## config.mk

```make
export PLATFORM = sky130hd
export DESIGN_NAME = rect_fill_writer_flat
export DESIGN_NICKNAME = d
export VERILOG_FILES = /design/src/rtl/rect_fill_writer_if.sv /design/src/rtl/rect_fill_writer.sv /design/src/flat_wrapper.sv
export SDC_FILE = /design/constraint.sdc
export NUM_CORES = 1
export LEC_CHECK = 0
export ABC_CLOCK_PERIOD_IN_PS = 5050
export CAP_MARGIN = 20
export CORE_UTILIZATION = 43
export DETAILED_ROUTE_END_ITERATION = 10
export SYNTH_ARGS = -nofsm -noshare
export SYNTH_HDL_FRONTEND = slang
export SYNTH_SLANG_ARGS = --single-unit
```

## constraint.sdc

```tcl
create_clock -name vga_clock -period 5.05 [get_ports vga_clock]
set_clock_uncertainty 0.05 [all_clocks]
set_input_delay 1.01 -clock vga_clock [delete_from_list [all_inputs] [get_ports vga_clock]]
set_output_delay 1.01 -clock vga_clock [all_outputs]
set_load 0.05 [all_outputs]
```

## src/rtl/rect_fill_writer_if.sv

```systemverilog
// ---------------------------------------------------------------------------
// rect_fill_writer_if
// Write-side video memory bus between the rectangle fill writer and the
// shared framebuffer / arbiter.
//
// Signals:
//   mem_addr   write address (y*FB_WIDTH + x)
//   mem_data   pixel colour to write
//   mem_we     write valid
//   mem_grant  memory/arbiter ready; a beat transfers on a rising edge
//              where mem_we && mem_grant
//
// Modports:
//   master  the fill writer (drives addr/data/we, observes grant)
//   slave   the memory/arbiter side (observes addr/data/we, drives grant)
// ---------------------------------------------------------------------------
interface rect_fill_writer_if #(
  parameter int ADDR_W   = 15,
  parameter int COLOUR_W = 6
) ();
  logic [ADDR_W-1:0]   mem_addr;
  logic [COLOUR_W-1:0] mem_data;
  logic                mem_we;
  logic                mem_grant;

  modport master (
    output mem_addr,
    output mem_data,
    output mem_we,
    input  mem_grant
  );

  modport slave (
    input  mem_addr,
    input  mem_data,
    input  mem_we,
    output mem_grant
  );
endinterface

```

## src/rtl/rect_fill_writer.sv

```systemverilog
// ---------------------------------------------------------------------------
// rect_fill_writer
// Fills an axis-aligned rectangle of the framebuffer with one colour, one
// pixel per accepted bus beat, in row-major order. The rectangle is clipped
// to the framebuffer so every write lands in range.
//
// Optional feature: define RECT_FILL_OUTLINE_EN to add the 'outline' input;
// when set with a command only the border of the clipped rectangle is drawn.
// Without the macro every command is a solid fill and the port is absent.
//
// Ports:
//   vga_clock  single clock, all state on rising edge
//   resetn     asynchronous active-low reset
//   start      command strobe, sampled only while idle
//   x0, y0     top-left corner of the rectangle
//   w, h       rectangle width / height in pixels
//   colour     fill colour (RRGGBB)
//   outline    border-only draw (RECT_FILL_OUTLINE_EN only)
//   busy       high whenever a command is in progress
//   done       one-cycle pulse when a command completes
//   mem        write bus (rect_fill_writer_if, master side)
// ---------------------------------------------------------------------------
module rect_fill_writer #(
  parameter int FB_WIDTH  = 160,
  parameter int FB_HEIGHT = 120,
  parameter int ADDR_W    = 15,
  parameter int COLOUR_W  = 6
) (
  input  logic                vga_clock,
  input  logic                resetn,
  input  logic                start,
  input  logic [9:0]          x0,
  input  logic [8:0]          y0,
  input  logic [9:0]          w,
  input  logic [8:0]          h,
  input  logic [COLOUR_W-1:0] colour,
`ifdef RECT_FILL_OUTLINE_EN
  input  logic                outline,
`endif
  output logic                busy,
  output logic                done,
  rect_fill_writer_if.master  mem
);

  localparam logic [ADDR_W-1:0] FB_W_A = ADDR_W'(FB_WIDTH);
  localparam logic [10:0]       FB_W11 = 11'(FB_WIDTH);
  localparam logic [9:0]        FB_H10 = 10'(FB_HEIGHT);

  typedef enum logic [1:0] {IDLE, SETUP, FILL, DONE} state_t;

  state_t              state_q, state_d;
  logic [9:0]          x0_q, x0_d;
  logic [8:0]          y0_q, y0_d;
  logic [9:0]          w_q, w_d;
  logic [8:0]          h_q, h_d;
  logic [COLOUR_W-1:0] colour_q, colour_d;
  logic [10:0]         xe_q, xe_d;
  logic [9:0]          ye_q, ye_d;
  logic [9:0]          cx_q, cx_d;
  logic [8:0]          cy_q, cy_d;
  logic [ADDR_W-1:0]   addr_q, addr_d;
  logic [COLOUR_W-1:0] data_q, data_d;
  logic                we_q, we_d;

`ifdef RECT_FILL_OUTLINE_EN
  logic outline_q, outline_d;
`else
  logic outline_q;
  assign outline_q = 1'b0;
`endif

  // Clipped bounds and per-beat helper terms. Sums are one bit wider than
  // the operands so a large x0+w or y0+h never wraps before clipping.
  logic [10:0] sum_x, xe_clip, cx_inc, row_span_m1;
  logic [9:0]  sum_y, ye_clip, cy_inc;
  logic        degenerate, xfer, interior_row;

  always_comb begin
    sum_x        = {1'b0, x0_q} + {1'b0, w_q};
    sum_y        = {1'b0, y0_q} + {1'b0, h_q};
    xe_clip      = (sum_x > FB_W11) ? FB_W11 : sum_x;
    ye_clip      = (sum_y > FB_H10) ? FB_H10 : sum_y;
    degenerate   = (w_q == 10'd0) || (h_q == 9'd0) ||
                   ({1'b0, x0_q} >= FB_W11) || ({1'b0, y0_q} >= FB_H10);
    cx_inc       = {1'b0, cx_q} + 11'd1;
    cy_inc       = {1'b0, cy_q} + 10'd1;
    // Distance from the first to the last column of the clipped row.
    row_span_m1  = xe_q - {1'b0, x0_q} - 11'd1;
    xfer         = we_q && mem.mem_grant;
    interior_row = (cy_q != y0_q) && (cy_inc != ye_q);
  end

  // Next-state and next-output logic for the command FSM. The bus outputs
  // only move on a transfer edge, so a stalled beat is held exactly as is.
  always_comb begin
    state_d   = state_q;
    x0_d      = x0_q;
    y0_d      = y0_q;
    w_d       = w_q;
    h_d       = h_q;
    colour_d  = colour_q;
    xe_d      = xe_q;
    ye_d      = ye_q;
    cx_d      = cx_q;
    cy_d      = cy_q;
    addr_d    = addr_q;
    data_d    = data_q;
    we_d      = we_q;
`ifdef RECT_FILL_OUTLINE_EN
    outline_d = outline_q;
`endif
    case (state_q)
      IDLE: begin
        if (start) begin
          x0_d      = x0;
          y0_d      = y0;
          w_d       = w;
          h_d       = h;
          colour_d  = colour;
`ifdef RECT_FILL_OUTLINE_EN
          outline_d = outline;
`endif
          state_d   = SETUP;
        end
      end
      SETUP: begin
        xe_d = xe_clip;
        ye_d = ye_clip;
        if (degenerate) begin
          state_d = DONE;
        end else begin
          addr_d  = ADDR_W'(y0_q) * FB_W_A + ADDR_W'(x0_q);
          cx_d    = x0_q;
          cy_d    = y0_q;
          data_d  = colour_q;
          we_d    = 1'b1;
          state_d = FILL;
        end
      end
      FILL: begin
        if (xfer) begin
          if (cx_inc < xe_q) begin
            // Interior rows of an outline skip straight to the right edge.
            if (outline_q && interior_row && (cx_q == x0_q)) begin
              cx_d   = xe_q[9:0] - 10'd1;
              addr_d = addr_q + ADDR_W'(row_span_m1);
            end else begin
              cx_d   = cx_q + 10'd1;
              addr_d = addr_q + ADDR_W'(1);
            end
          end else if (cy_inc < ye_q) begin
            cy_d   = cy_q + 9'd1;
            cx_d   = x0_q;
            addr_d = addr_q + FB_W_A - ADDR_W'(row_span_m1);
          end else begin
            we_d    = 1'b0;
            state_d = DONE;
          end
        end
      end
      DONE: begin
        state_d = IDLE;
      end
      default: begin
        state_d = IDLE;
        we_d    = 1'b0;
      end
    endcase
  end

  // State register; reset drops any in-flight command immediately.
  always_ff @(posedge vga_clock or negedge resetn) begin
    if (!resetn) begin
      state_q   <= IDLE;
      x0_q      <= '0;
      y0_q      <= '0;
      w_q       <= '0;
      h_q       <= '0;
      colour_q  <= '0;
      xe_q      <= '0;
      ye_q      <= '0;
      cx_q      <= '0;
      cy_q      <= '0;
      addr_q    <= '0;
      data_q    <= '0;
      we_q      <= 1'b0;
`ifdef RECT_FILL_OUTLINE_EN
      outline_q <= 1'b0;
`endif
    end else begin
      state_q   <= state_d;
      x0_q      <= x0_d;
      y0_q      <= y0_d;
      w_q       <= w_d;
      h_q       <= h_d;
      colour_q  <= colour_d;
      xe_q      <= xe_d;
      ye_q      <= ye_d;
      cx_q      <= cx_d;
      cy_q      <= cy_d;
      addr_q    <= addr_d;
      data_q    <= data_d;
      we_q      <= we_d;
`ifdef RECT_FILL_OUTLINE_EN
      outline_q <= outline_d;
`endif
    end
  end

  assign busy         = (state_q != IDLE);
  assign done         = (state_q == DONE);
  assign mem.mem_addr = addr_q;
  assign mem.mem_data = data_q;
  assign mem.mem_we   = we_q;

endmodule
```

## src/flat_wrapper.sv

```systemverilog
// flat-port wrapper written by rule: the top's interface ports become plain ports
module rect_fill_writer_flat 
#(
  parameter int FB_WIDTH  = 160,
  parameter int FB_HEIGHT = 120,
  parameter int ADDR_W    = 15,
  parameter int COLOUR_W  = 6
)
  (vga_clock, resetn, start, x0, y0, w, h, colour, busy, done, mem_mem_addr, mem_mem_data, mem_mem_we, mem_mem_grant);
  rect_fill_writer_if #(.ADDR_W(ADDR_W), .COLOUR_W(COLOUR_W)) mem_i ();
  input  logic vga_clock;
  input  logic resetn;
  input  logic start;
  input  logic [9:0] x0;
  input  logic [8:0] y0;
  input  logic [9:0] w;
  input  logic [8:0] h;
  input  logic [COLOUR_W-1:0] colour;
  output logic busy;
  output logic done;
  output wire logic [$bits(mem_i.mem_addr)-1:0] mem_mem_addr;
  output wire logic [$bits(mem_i.mem_data)-1:0] mem_mem_data;
  output wire logic [$bits(mem_i.mem_we)-1:0] mem_mem_we;
  input wire logic [$bits(mem_i.mem_grant)-1:0] mem_mem_grant;
  assign mem_mem_addr = mem_i.mem_addr;
  assign mem_mem_data = mem_i.mem_data;
  assign mem_mem_we = mem_i.mem_we;
  assign mem_i.mem_grant = mem_mem_grant;
  rect_fill_writer #(.FB_WIDTH(FB_WIDTH), .FB_HEIGHT(FB_HEIGHT), .ADDR_W(ADDR_W), .COLOUR_W(COLOUR_W)) u_core (.vga_clock(vga_clock), .resetn(resetn), .start(start), .x0(x0), .y0(y0), .w(w), .h(h), .colour(colour), .busy(busy), .done(done), .mem(mem_i));
endmodule
```

==> results.sh <==
export IMPL_synth_edf_count=0
export IMPL_rows=50
export IMPL_ctsRootBufferMaster="clkbuf_16"
export IMPL_die_area_mm2=0.0199
export IMPL_syn_area_mm2=0.00831
export IMPL_cts_setup_buffers=0
export IMPL_worst_setup_path_start_kind="register"
export IMPL_layout_cells_non_filler=1207
export IMPL_clk_pin_slew_ns=0.08
export IMPL_core_area_mm2=0.0188
export IMPL_ys_flop_type="dfrtp_1"
export IMPL_end_kind="register"
export IMPL_yosys_area_top_type="dfrtp_1"
export IMPL_critPathMaxFanout=5
export IMPL_antenna_found_initial=0
export IMPL_drc_errors=0
export IMPL_clock_latency_ns=0.36
export IMPL_worst_setup_path_type="reg -> reg"
export IMPL_port_buffers=71
export IMPL_ant_nets=0
export IMPL_period_needed_ns=4.42
export IMPL_clockBufferDepth=2
export IMPL_initial_core_util_pct=44.1
export IMPL_synth_cell_types=75
export IMPL_worstMarginPinSlew_ns=0.964
export IMPL_cts_tree="yes"
export IMPL_io_pins=72
export IMPL_holdBufCountCts=0
export IMPL_postCtsResizedCells=0
export IMPL_nNetsFinal=1096
export IMPL_synth_area_per_cell_um2=9.52
export IMPL_ys_warn_count=0
export IMPL_antenna_cells=0
export IMPL_tns_ns=0
export IMPL_cp_arrival_ns=4.61
export IMPL_area_growth_pct=15.4
export IMPL_grt_pass1_wl_um=34200
export IMPL_async_flop_share_pct=100
export IMPL_drt_initial_drc_count=368
export IMPL_die_x_um=141
export IMPL_cp_required_ns=5.24
export IMPL_final_period_utilization_pct=87.6
export IMPL_syn_num_nets=1027
export IMPL_grt_pass1_vias=6571
export IMPL_finalWirelength_um=20500
export IMPL_finalSetupViolCount=0
export IMPL_dp_hpwl_um=15600
export IMPL_ys_ff_latch=108
export IMPL_viasPerCell=5.52
export IMPL_finalMaxSlewViolations=0
export IMPL_gr_total_overflow=0
export IMPL_numCtsBuffers=9
export IMPL_wl_per_cell_um=17.0
export IMPL_maxSlewHeadroom_pct=35.7
export IMPL_synthTopCellsByCount="dfrtp_1 (108), ha_1 (100), inv_1 (73), nand2_1 (57), a21oi_1 (53)"
export IMPL_clock_fmax_ghz=0.226
export IMPL_yosysSeqAreaShare_pct=32.5
export IMPL_dp_cells=1191
export IMPL_vias=6664
export IMPL_synth_top_cell_area_share_pct=32.5
export IMPL_dr_pass1_iters=5
export IMPL_hp_class="reg -> reg"
export IMPL_dieHeight_um=141
export IMPL_drive_above_1_share_pct=10.1
export IMPL_whs_ns=0.436
export IMPL_status="completed"
export IMPL_finalHoldViolations=0
export IMPL_yosysMostFrequentCell="dfrtp_1"
export IMPL_grt_max_degree=50
export IMPL_netlist_instances=873
export IMPL_track_usage_pct=21.9
export IMPL_cap_viol_max_count=0
export IMPL_clock_sinks=108
export IMPL_utilization_pct=50.9
export IMPL_gp_congestion=0.891
export IMPL_rsz0062_at_grt="no"
export IMPL_h_tree_depth=3
export IMPL_synthTopCellsByArea="dfrtp_1 (33%), ha_1 (15%), mux2_2 (6.8%)"
==> area by class of cell <==
cell class              instances  area (um^2)
fillers                      1793         9240
repair buffers                 80          788
clock inverters                 4         30.0
clock buffers                  12          246
well taps                     260          325
inverters                      73          274
multi-input cells             670         5220
flip-flops and latches        108         2700
==> registers in the layout (all words and copies together) (netlist names) <==
name,count
u_core.colour_q,6
u_core.cx_q,10
u_core.cy_q,9
u_core.h_q,9
u_core.mem.mem_addr,15
u_core.mem.mem_data,6
u_core.mem.mem_we,1
u_core.state_q,2
u_core.w_q,10
u_core.x0_q,10
u_core.xe_q,11
u_core.y0_q,9
u_core.ye_q,10
==> final timing paths <==
check	from	endpoint	slack [ns]	cells past startpoint
max in group asynchronous	resetn	u_core.cx_q[5]	3.43	2
hold reg to reg	u_core.ye_q[9]	u_core.ye_q[9]	0.44	2
min in group asynchronous	resetn	u_core.h_q[4]	0.53	1
setup / recovery	u_core.x0_q[1]	u_core.mem.mem_addr[14]	0.63	20
hold / removal	u_core.ye_q[9]	u_core.ye_q[9]	0.44	2
setup reg to reg	u_core.x0_q[1]	u_core.mem.mem_addr[14]	0.63	20
==> placed cells by master, fill, tap and decap left out, drive strengths merged, types with 16 or more instances in the layout <==
master | synthesis | layout
a21o | 17 | 17
nand2 | 58 | 58
clkdlybuf4s50 | 0 | 70
mux2 | 50 | 50
xnor2 | 41 | 41
nor3 | 19 | 19
nor2 | 50 | 50
a21oi | 54 | 54
o21ai | 62 | 62
and3 | 16 | 16
xor2 | 21 | 21
dfrtp | 108 | 108
ha | 100 | 100
inv | 73 | 75
nand3 | 27 | 27
==> logic make-up after synthesis <==
group / count (synthesis) / share of synthesized area [%]
flops: 108 / 32.5
fa+ha+maj: 106 / 16.5
buf+inv: 95 / 4.67
xor+xnor: 62 / 6.54
mux: 63 / 8.34
simple gates: 220 / 13.8
compound gates: 219 / 17.6
==> critical path, cell delays in order (launching register included) <==
cell       delay [ns]
dfrtp_1          0.46
inv_1            0.14
ha_1             0.29
a21o_1           0.18
a21oi_1          0.21
o21ai_0          0.10
a21oi_1          0.21
o21ai_0          0.12
a21oi_1          0.28
nor4bb_1         0.10
a211oi_1         0.22
ha_1             0.28
ha_1             0.37
and3_1           0.19
a21oi_1          0.11
o31ai_1          0.11
o41ai_2          0.30
o21ai_1          0.14
xnor2_1          0.19
a31oi_1          0.12
a2bb2oi_2        0.14
==> through the flow <==
stage / instance area, um^2 / setup WS [ns]
floorplan: 8310 / 1.10
global placement: 9310 / 0.764
detailed placement: 9310 / 0.690
CTS: 9590 / 0.652
global route: 9590 / 0.203
finish: 9590 / 0.626
==> metal layers <==
| metal | vias to the layer above | routed length (um) | track usage [%] |
|---|---|---|---|
| met3 | 16 | 898 | 4.08 |
| met5 | - | 0 | 0 |
| met1 | 3202 | 10500 | 31.6 |
| met2 | 144 | 8880 | 34.1 |
| met4 | 0 | 199 | 4.46 |
| li1 | 3302 | - | - |
Power is left out: the tool's default activity adds up to more than one toggle a clock period on the data nets, which glitch-free logic cannot reach.
